## config.mk

```make
export PLATFORM = sky130hd
export DESIGN_NAME = note_display_scanner
export DESIGN_NICKNAME = d
export VERILOG_FILES = /design/src/rtl/note_display_pkg.sv /design/src/rtl/seg_scan_timer.sv /design/src/rtl/note_display_scanner.sv
export SDC_FILE = /design/constraint.sdc
export NUM_CORES = 1
export LEC_CHECK = 0
export BUFFER_PORTS_ARGS = -buffer_cell sky130_fd_sc_hd__buf_4
export CAP_MARGIN = 20
export CORE_ASPECT_RATIO = 0.5
export CORE_MARGIN = 8
export CORE_UTILIZATION = 40
export DETAILED_ROUTE_END_ITERATION = 10
export PLACE_DENSITY_LB_ADDON = 0.2
export SLEW_MARGIN = 0
export SYNTH_ARGS = -nofsm -noshare
export SYNTH_HDL_FRONTEND = slang
export SYNTH_SLANG_ARGS = --single-unit
```

## constraint.sdc

```tcl
create_clock -name clk -period 1.9 [get_ports clk]
set_input_delay 0.285 -clock clk [delete_from_list [all_inputs] [get_ports clk]]
set_output_delay 0.285 -clock clk [all_outputs]
set_load 0.02 [all_outputs]
```

## src/rtl/note_display_pkg.sv

```systemverilog
// ---------------------------------------------------------------------------
// note_display_pkg: glyph codes, segment patterns and note helper functions.
// Rev 1.0
// ---------------------------------------------------------------------------
`default_nettype none

package note_display_pkg;

   localparam int NOTE_W = 7;

   localparam logic [2:0] GLY_BLANK = 3'd0;
   localparam logic [2:0] GLY_C     = 3'd1;
   localparam logic [2:0] GLY_D     = 3'd2;
   localparam logic [2:0] GLY_E     = 3'd3;
   localparam logic [2:0] GLY_F     = 3'd4;
   localparam logic [2:0] GLY_G     = 3'd5;
   localparam logic [2:0] GLY_A     = 3'd6;
   localparam logic [2:0] GLY_B     = 3'd7;

   // {g,f,e,d,c,b,a}, active low
   localparam logic [6:0] SEG_BLANK = 7'b1111111;
   localparam logic [6:0] SEG_C     = 7'b1000110;
   localparam logic [6:0] SEG_D     = 7'b0100001;
   localparam logic [6:0] SEG_E     = 7'b0000110;
   localparam logic [6:0] SEG_F     = 7'b0001110;
   localparam logic [6:0] SEG_G     = 7'b1000010;
   localparam logic [6:0] SEG_A     = 7'b0001000;
   localparam logic [6:0] SEG_B     = 7'b0000011;

   function automatic logic [6:0] glyph_to_seg(input logic [2:0] glyph);
      case (glyph)
         GLY_C:   glyph_to_seg = SEG_C;
         GLY_D:   glyph_to_seg = SEG_D;
         GLY_E:   glyph_to_seg = SEG_E;
         GLY_F:   glyph_to_seg = SEG_F;
         GLY_G:   glyph_to_seg = SEG_G;
         GLY_A:   glyph_to_seg = SEG_A;
         GLY_B:   glyph_to_seg = SEG_B;
         default: glyph_to_seg = SEG_BLANK;
      endcase
   endfunction

   // Lowest set key wins; an empty vector maps to blank.
   function automatic logic [2:0] lowest_note(input logic [NOTE_W-1:0] keys);
      lowest_note = GLY_BLANK;
      for (int i = NOTE_W - 1; i >= 0; i--) begin
         if (keys[i]) lowest_note = 3'(i + 1);
      end
   endfunction

endpackage

`default_nettype wire

```

## src/rtl/seg_scan_timer.sv

```systemverilog
// ---------------------------------------------------------------------------
// seg_scan_timer: prescaler and digit counter for the display multiplex scan.
// Rev 1.0
// ---------------------------------------------------------------------------
`default_nettype none

module seg_scan_timer #(
   parameter int NUM_DIGITS = 4,
   parameter int SCAN_DIV   = 100000,
   localparam int DIG_W     = (NUM_DIGITS > 1) ? $clog2(NUM_DIGITS) : 1
) (
   input  logic             clk,
   input  logic             reset,
   output logic [DIG_W-1:0] digit_idx,
   output logic             digit_tick
);

   localparam int PRE_W = $clog2(SCAN_DIV);

   logic [PRE_W-1:0] pre_q;
   logic [DIG_W-1:0] dig_q;

   assign digit_tick = (pre_q == PRE_W'(SCAN_DIV - 1));
   assign digit_idx  = dig_q;

   always_ff @(posedge clk) begin
      if (reset) begin
         pre_q <= '0;
         dig_q <= '0;
      end else if (digit_tick) begin
         pre_q <= '0;
         dig_q <= (dig_q == DIG_W'(NUM_DIGITS - 1)) ? '0 : dig_q + DIG_W'(1);
      end else begin
         pre_q <= pre_q + PRE_W'(1);
      end
   end

endmodule

`default_nettype wire

```

## src/rtl/note_display_scanner.sv

```systemverilog
// ---------------------------------------------------------------------------
// note_display_scanner: multiplexed seven-segment note display (live/history).
// Rev 1.0
// ---------------------------------------------------------------------------
`default_nettype none

module note_display_scanner
   import note_display_pkg::*;
#(
   parameter int NUM_DIGITS = 4,
   parameter int NUM_NOTES  = 7,
   parameter int SCAN_DIV   = 100000
) (
   input  logic                  clk,
   input  logic                  reset,
   input  logic [NUM_NOTES-1:0]  note_keys,
   input  logic                  mode,
   input  logic                  clear,
   output logic [6:0]            seg_n,
   output logic [NUM_DIGITS-1:0] an_n
);

   localparam int DIG_W = (NUM_DIGITS > 1) ? $clog2(NUM_DIGITS) : 1;

   logic [DIG_W-1:0]      digit_idx;
   logic                  digit_tick_unused;

   logic [NUM_NOTES-1:0]  keys_q;
   logic [2:0]            hist_q [NUM_DIGITS];
   logic [2:0]            hist_d [NUM_DIGITS];
   logic [6:0]            seg_q, seg_d;
   logic [NUM_DIGITS-1:0] an_q, an_d;

   logic [NOTE_W-1:0]     keys_ext, new_ext;
   logic [2:0]            cur_glyph;

   seg_scan_timer #(
      .NUM_DIGITS (NUM_DIGITS),
      .SCAN_DIV   (SCAN_DIV)
   ) u_timer (
      .clk        (clk),
      .reset      (reset),
      .digit_idx  (digit_idx),
      .digit_tick (digit_tick_unused)
   );

   always_comb begin
      keys_ext                  = '0;
      keys_ext[NUM_NOTES-1:0]   = note_keys;
      new_ext                   = '0;
      new_ext[NUM_NOTES-1:0]    = note_keys & ~keys_q;
   end

   // Clear beats a same-cycle press; the press is simply lost.
   always_comb begin
      for (int i = 0; i < NUM_DIGITS; i++) hist_d[i] = hist_q[i];
      if (clear) begin
         for (int i = 0; i < NUM_DIGITS; i++) hist_d[i] = GLY_BLANK;
      end else if (|new_ext) begin
         hist_d[0] = lowest_note(new_ext);
         for (int i = 1; i < NUM_DIGITS; i++) hist_d[i] = hist_q[i-1];
      end
   end

   always_comb begin
      if (mode) begin
         cur_glyph = hist_q[digit_idx];
      end else begin
         cur_glyph = (digit_idx == '0) ? lowest_note(keys_ext) : GLY_BLANK;
      end
      seg_d = glyph_to_seg(cur_glyph);
      an_d  = '1;
      for (int i = 0; i < NUM_DIGITS; i++) an_d[i] = (digit_idx != DIG_W'(i));
   end

   always_ff @(posedge clk) begin
      if (reset) begin
         keys_q <= '0;
         for (int i = 0; i < NUM_DIGITS; i++) hist_q[i] <= GLY_BLANK;
         seg_q  <= SEG_BLANK;
         an_q   <= '1;
      end else begin
         keys_q <= note_keys;
         for (int i = 0; i < NUM_DIGITS; i++) hist_q[i] <= hist_d[i];
         seg_q  <= seg_d;
         an_q   <= an_d;
      end
   end

   assign seg_n = seg_q;
   assign an_n  = an_q;

endmodule

`default_nettype wire

```

==> flow_results.org <==
** Run
- Maxcap violations :: 0

** Layout
- The library cell used most frequently in the layout, excluding fill and tap cells, is dfxtp_1.
- The layout has 478 filler cells.
- Relative area change from synthesis to final layout :: 18.6%
- FF/Latch Area :: 0.00105 mm^2
- Commonest cells after routing, fill and taps aside :: dfxtp_1 (48), nor2_1 (36), buf_4 (26)
- Post-route cell area :: 0.00246 mm^2
- In the final layout, the multi-input gates occupy 952 um^2.
- Of the cells placed in the final design, the portion with a size suffix greater than 1 is 17.1%.
- Number of nets in the layout :: 255
- For this run, the share of the core covered by cells in the final layout is 49.6%.
- 0 antenna diodes ended up in the layout.

** Global routing
- Highest-utilization routing layer at the global route stage :: met2
- Vias in the first global route :: around 1500
- Maximum number of pins on one net before global-route repair :: 21
- The first global-routing pass estimated 6.57 mm of wire.
- GRT met2 Usage :: 17.8%
- For met3 alone, demand over resource in global routing was between 3 and 4%.
- Global-route met1 utilization :: 11.7%
- Global routing used 10.1% of the available tracks across all layers.
- The number of antenna violations at the first check in global routing is 0.
- Overflow after GRT :: 0

** Logic synthesis
- Portion of the post-synthesis area used by sequential elements :: between 50 and 60%
- Post-synth net total :: 228
- Avg Cell Area, Syn :: 9.78 um^2
- Number of distinct standard cells referenced by the synthesized netlist :: 38
- The synthesized design contains 51 register bits.
- Post-synthesis cell area :: 0.00207 mm^2
- Warning count from the yosys run :: 0
- Synthesized netlist cell count :: 212

** Detailed routing
- For this block, the routed nets add up to about 3.8 mm of wire.
- In the final routed layout, each cell accounts on average for 12.2 um.
- Using the TritonRoute via totals, the vias-per-cell ratio works out to 4.65.
- Residual DRC :: 0
- The first detailed-routing pass took 4 iterations.
- The detail route stage leaves a number of antenna-violating nets equal to 0.
- For this block, the initial DRC count from the detailed router was 50.
- Routed via count :: 1441

** Clock network
- Cts bufs inserted :: 5
- Maximum count of clock buffers along a single path :: 2
- Hold_buf cts :: 0
- CTS tree :: yes
- The H-tree was split into 2 levels.
- Clock root cell :: clkbuf_8
- The clock reaches the later pin of the worst-skew pair after 300 ps.
- Clock tree synthesis found a total of 51 sinks.
- Clock-pin slew was measured on the worst setup and hold paths at roughly 90 ps.

** Setup path
- By startpoint and endpoint, the worst setup path is classified as flip-flop to flip-flop.
- STA classifies the critical path startpoint as a flip-flop.
- Critical-path maximum fanout :: 5
- Critical path, cell by cell :: inv_1 > ha_1 > nor2b_1 > nor3b_2 > a221oi_2 > buf_4 > mux2i_1
- At the worst endpoint, the arrival time is around 2000 ps.
- Crit path largest cell delay :: 390 ps
- Required time of the critical path :: 2140 ps
- Critical Path End Type :: flip-flop
- Slowest library cell on the worst path :: dfxtp_1

** Power and ir drop
- For this design the ratio of total power to cell area is around 880 mW/mm^2.
- Across the VDD grid, the largest voltage drop is 0.000393 V.
- The analysis attributes to cell leakage a power of 0.970 nW.

** STA
- Tightest Pin Transition :: 317 ps
- Subtracting the final worst setup slack from the clock period gives between 1500 and 2000 ps.
- Setup violators final :: 0
- The max-slew violation total from the final report came to 0.
- Final hold violation count :: 0
- Final worst-path setup slack :: 136 ps
- Worst clock skew :: 4.32 ps
- Post-route worst hold slack :: 232 ps
- The final critical path takes up between 90 and 100% of the cycle.
- Setup repair after global routing missed its margin :: false
- Sum of negative setup slack :: 0 ps
- In this run the tightest slew margin relative to its limit is 78.9%.
- Max Clock Freq :: approximately 570 MHz

** Placed design
- Weighted congestion reported at the end of routability-driven placement :: between 0.7 and 0.8
- During placement, the flow inserted port buffers numbering 21.
- Prior to clock tree synthesis, the placed netlist has a worst setup slack of slightly below 100 ps.
- The placed instances occupy a cell area of 0.00231 mm^2.
- Post-DP HPWL :: 2.75 mm

** Die
- Starting Density :: 41.8%
- Placeable Area :: 0.00495 mm^2
- Number of top-level pins :: 22
- The die covers 0.00788 mm^2.
- Die Y-Extent :: 66.9 um
- Placement row count :: 18
- Measured along the x axis, the die boundary spans 118 um.

** Min path
- Path type of the worst min-delay path :: input port to flip-flop

** Status
- The run finished with clean final reports.
-- sequential cells by signal (all words and copies together), names as in the netlist, named ones only --
| name | flops |
|---|---|
| u_timer.pre_q | 17 |
| hist_q | 12 |
| keys_q | 7 |
| seg_n | 7 |
| an_n | 4 |
| u_timer.digit_idx | 2 |
-- cells in the mapped netlist --
| master | instances | share of area (%) |
|---|---|---|
| a21o_1 | 1 | 0.36 |
| a21oi_1 | 4 | 0.97 |
| a221oi_2 | 1 | 0.72 |
| a22o_1 | 7 | 3.0 |
| a31oi_1 | 1 | 0.30 |
| a32oi_1 | 1 | 0.42 |
| and2_1 | 6 | 1.8 |
| and3_1 | 4 | 1.2 |
| and4_1 | 4 | 1.7 |
| buf_12 | 1 | 0.97 |
| buf_2 | 2 | 0.48 |
| buf_6 | 1 | 0.54 |
| clkbuf_1 | 2 | 0.36 |
| dfxtp_1 | 48 | 46 |
| edfxtp_1 | 3 | 4.3 |
| ha_1 | 5 | 3.0 |
| inv_1 | 10 | 1.8 |
| mux2i_1 | 7 | 3.4 |
| mux4_2 | 1 | 1.1 |
| nand2_1 | 11 | 2.0 |
| nand2b_1 | 10 | 3.0 |
| nand3_1 | 3 | 0.72 |
| nand4_1 | 4 | 1.2 |
| nor2_1 | 36 | 6.5 |
| nor2_2 | 1 | 0.30 |
| nor2b_1 | 6 | 1.8 |
| nor3_1 | 1 | 0.24 |
| nor3_2 | 1 | 0.48 |
| nor3b_1 | 1 | 0.36 |
| o21a_1 | 1 | 0.36 |
| o21ai_0 | 5 | 1.2 |
| o22ai_1 | 2 | 0.60 |
| o2bb2ai_1 | 1 | 0.42 |
| o31ai_1 | 2 | 0.72 |
| or2_1 | 1 | 0.30 |
| or3_1 | 2 | 0.60 |
| xnor2_1 | 6 | 2.5 |
| xor2_1 | 9 | 3.8 |
-- cell type report --
type	count	area share, %
multi-input cells	145	38.7
repair buffers	26	7.93
inverters	10	1.53
well taps	70	3.56
clock buffers	5	2.80
clock inverters	3	2.75
flip-flops and latches	51	42.7
-- final timing paths --
path                                startpoint                          end  slack, ps  cells past startpoint
min                               note_keys[2]         keys_q[2]$_SDFF_PP0_        230                      3
max          u_timer.digit_idx[1]$_SDFFE_PP0N_          seg_n[2]$_SDFF_PP1_        140                      7
min reg2reg        u_timer.pre_q[0]$_SDFF_PP0_  u_timer.pre_q[0]$_SDFF_PP0_        440                      1
max reg2reg  u_timer.digit_idx[1]$_SDFFE_PP0N_          seg_n[2]$_SDFF_PP1_        140                      7
-- critical path: cells and delay by family (launching register included) --
kind	cells	cell delay [ps]
buffers and inverters	2	280
multiplexers	1	170
AND/OR/NAND/NOR	2	340
flip-flops	1	390
adder cells (fa/ha/maj)	1	200
AO/OA/AOI/OAI	1	320
-- kinds of logic after synthesis --
| logic type | share of synthesized area [%] |
|---|---|
| multiplexers | 4.47 |
| flip-flops | 50.7 |
| AND/OR/NAND/NOR | 22.3 |
| buffers and inverters | 4.16 |
| AO/OA/AOI/OAI | 9.05 |
| XOR/XNOR | 6.34 |
| adder cells (fa/ha/maj) | 3.02 |
-- stage by stage --
stage | cells | power (W)
after floorplan | 212 | 0.00125
after global placement | 302 | 0.00130
after detailed placement | 302 | 0.00131
after CTS | 310 | 0.00218
after global routing | 310 | 0.00226
final | 310 | 0.00217
-- timing repair --
item,in CTS,in global routing
buffers inserted,0,0
setup endpoints to repair,0,3
gates resized for setup,0,3
-- where the power goes --
part	leakage [nW]	internal [W]	switching, W
combinational	0.477	0.0000721	0.0000908
sequential	0.429	0.00111	0.0000133
clock	0.0644	0.000525	0.000360
total	0.970	0.00171	0.000464
-- per-layer routing --
metal	share of wire, %	wire (um)
met5	0	0
met3	3.0	115
met1	51	1940
met4	0.69	26
met2	45	1690
Note: power is estimated with default switching activity, not from simulation.
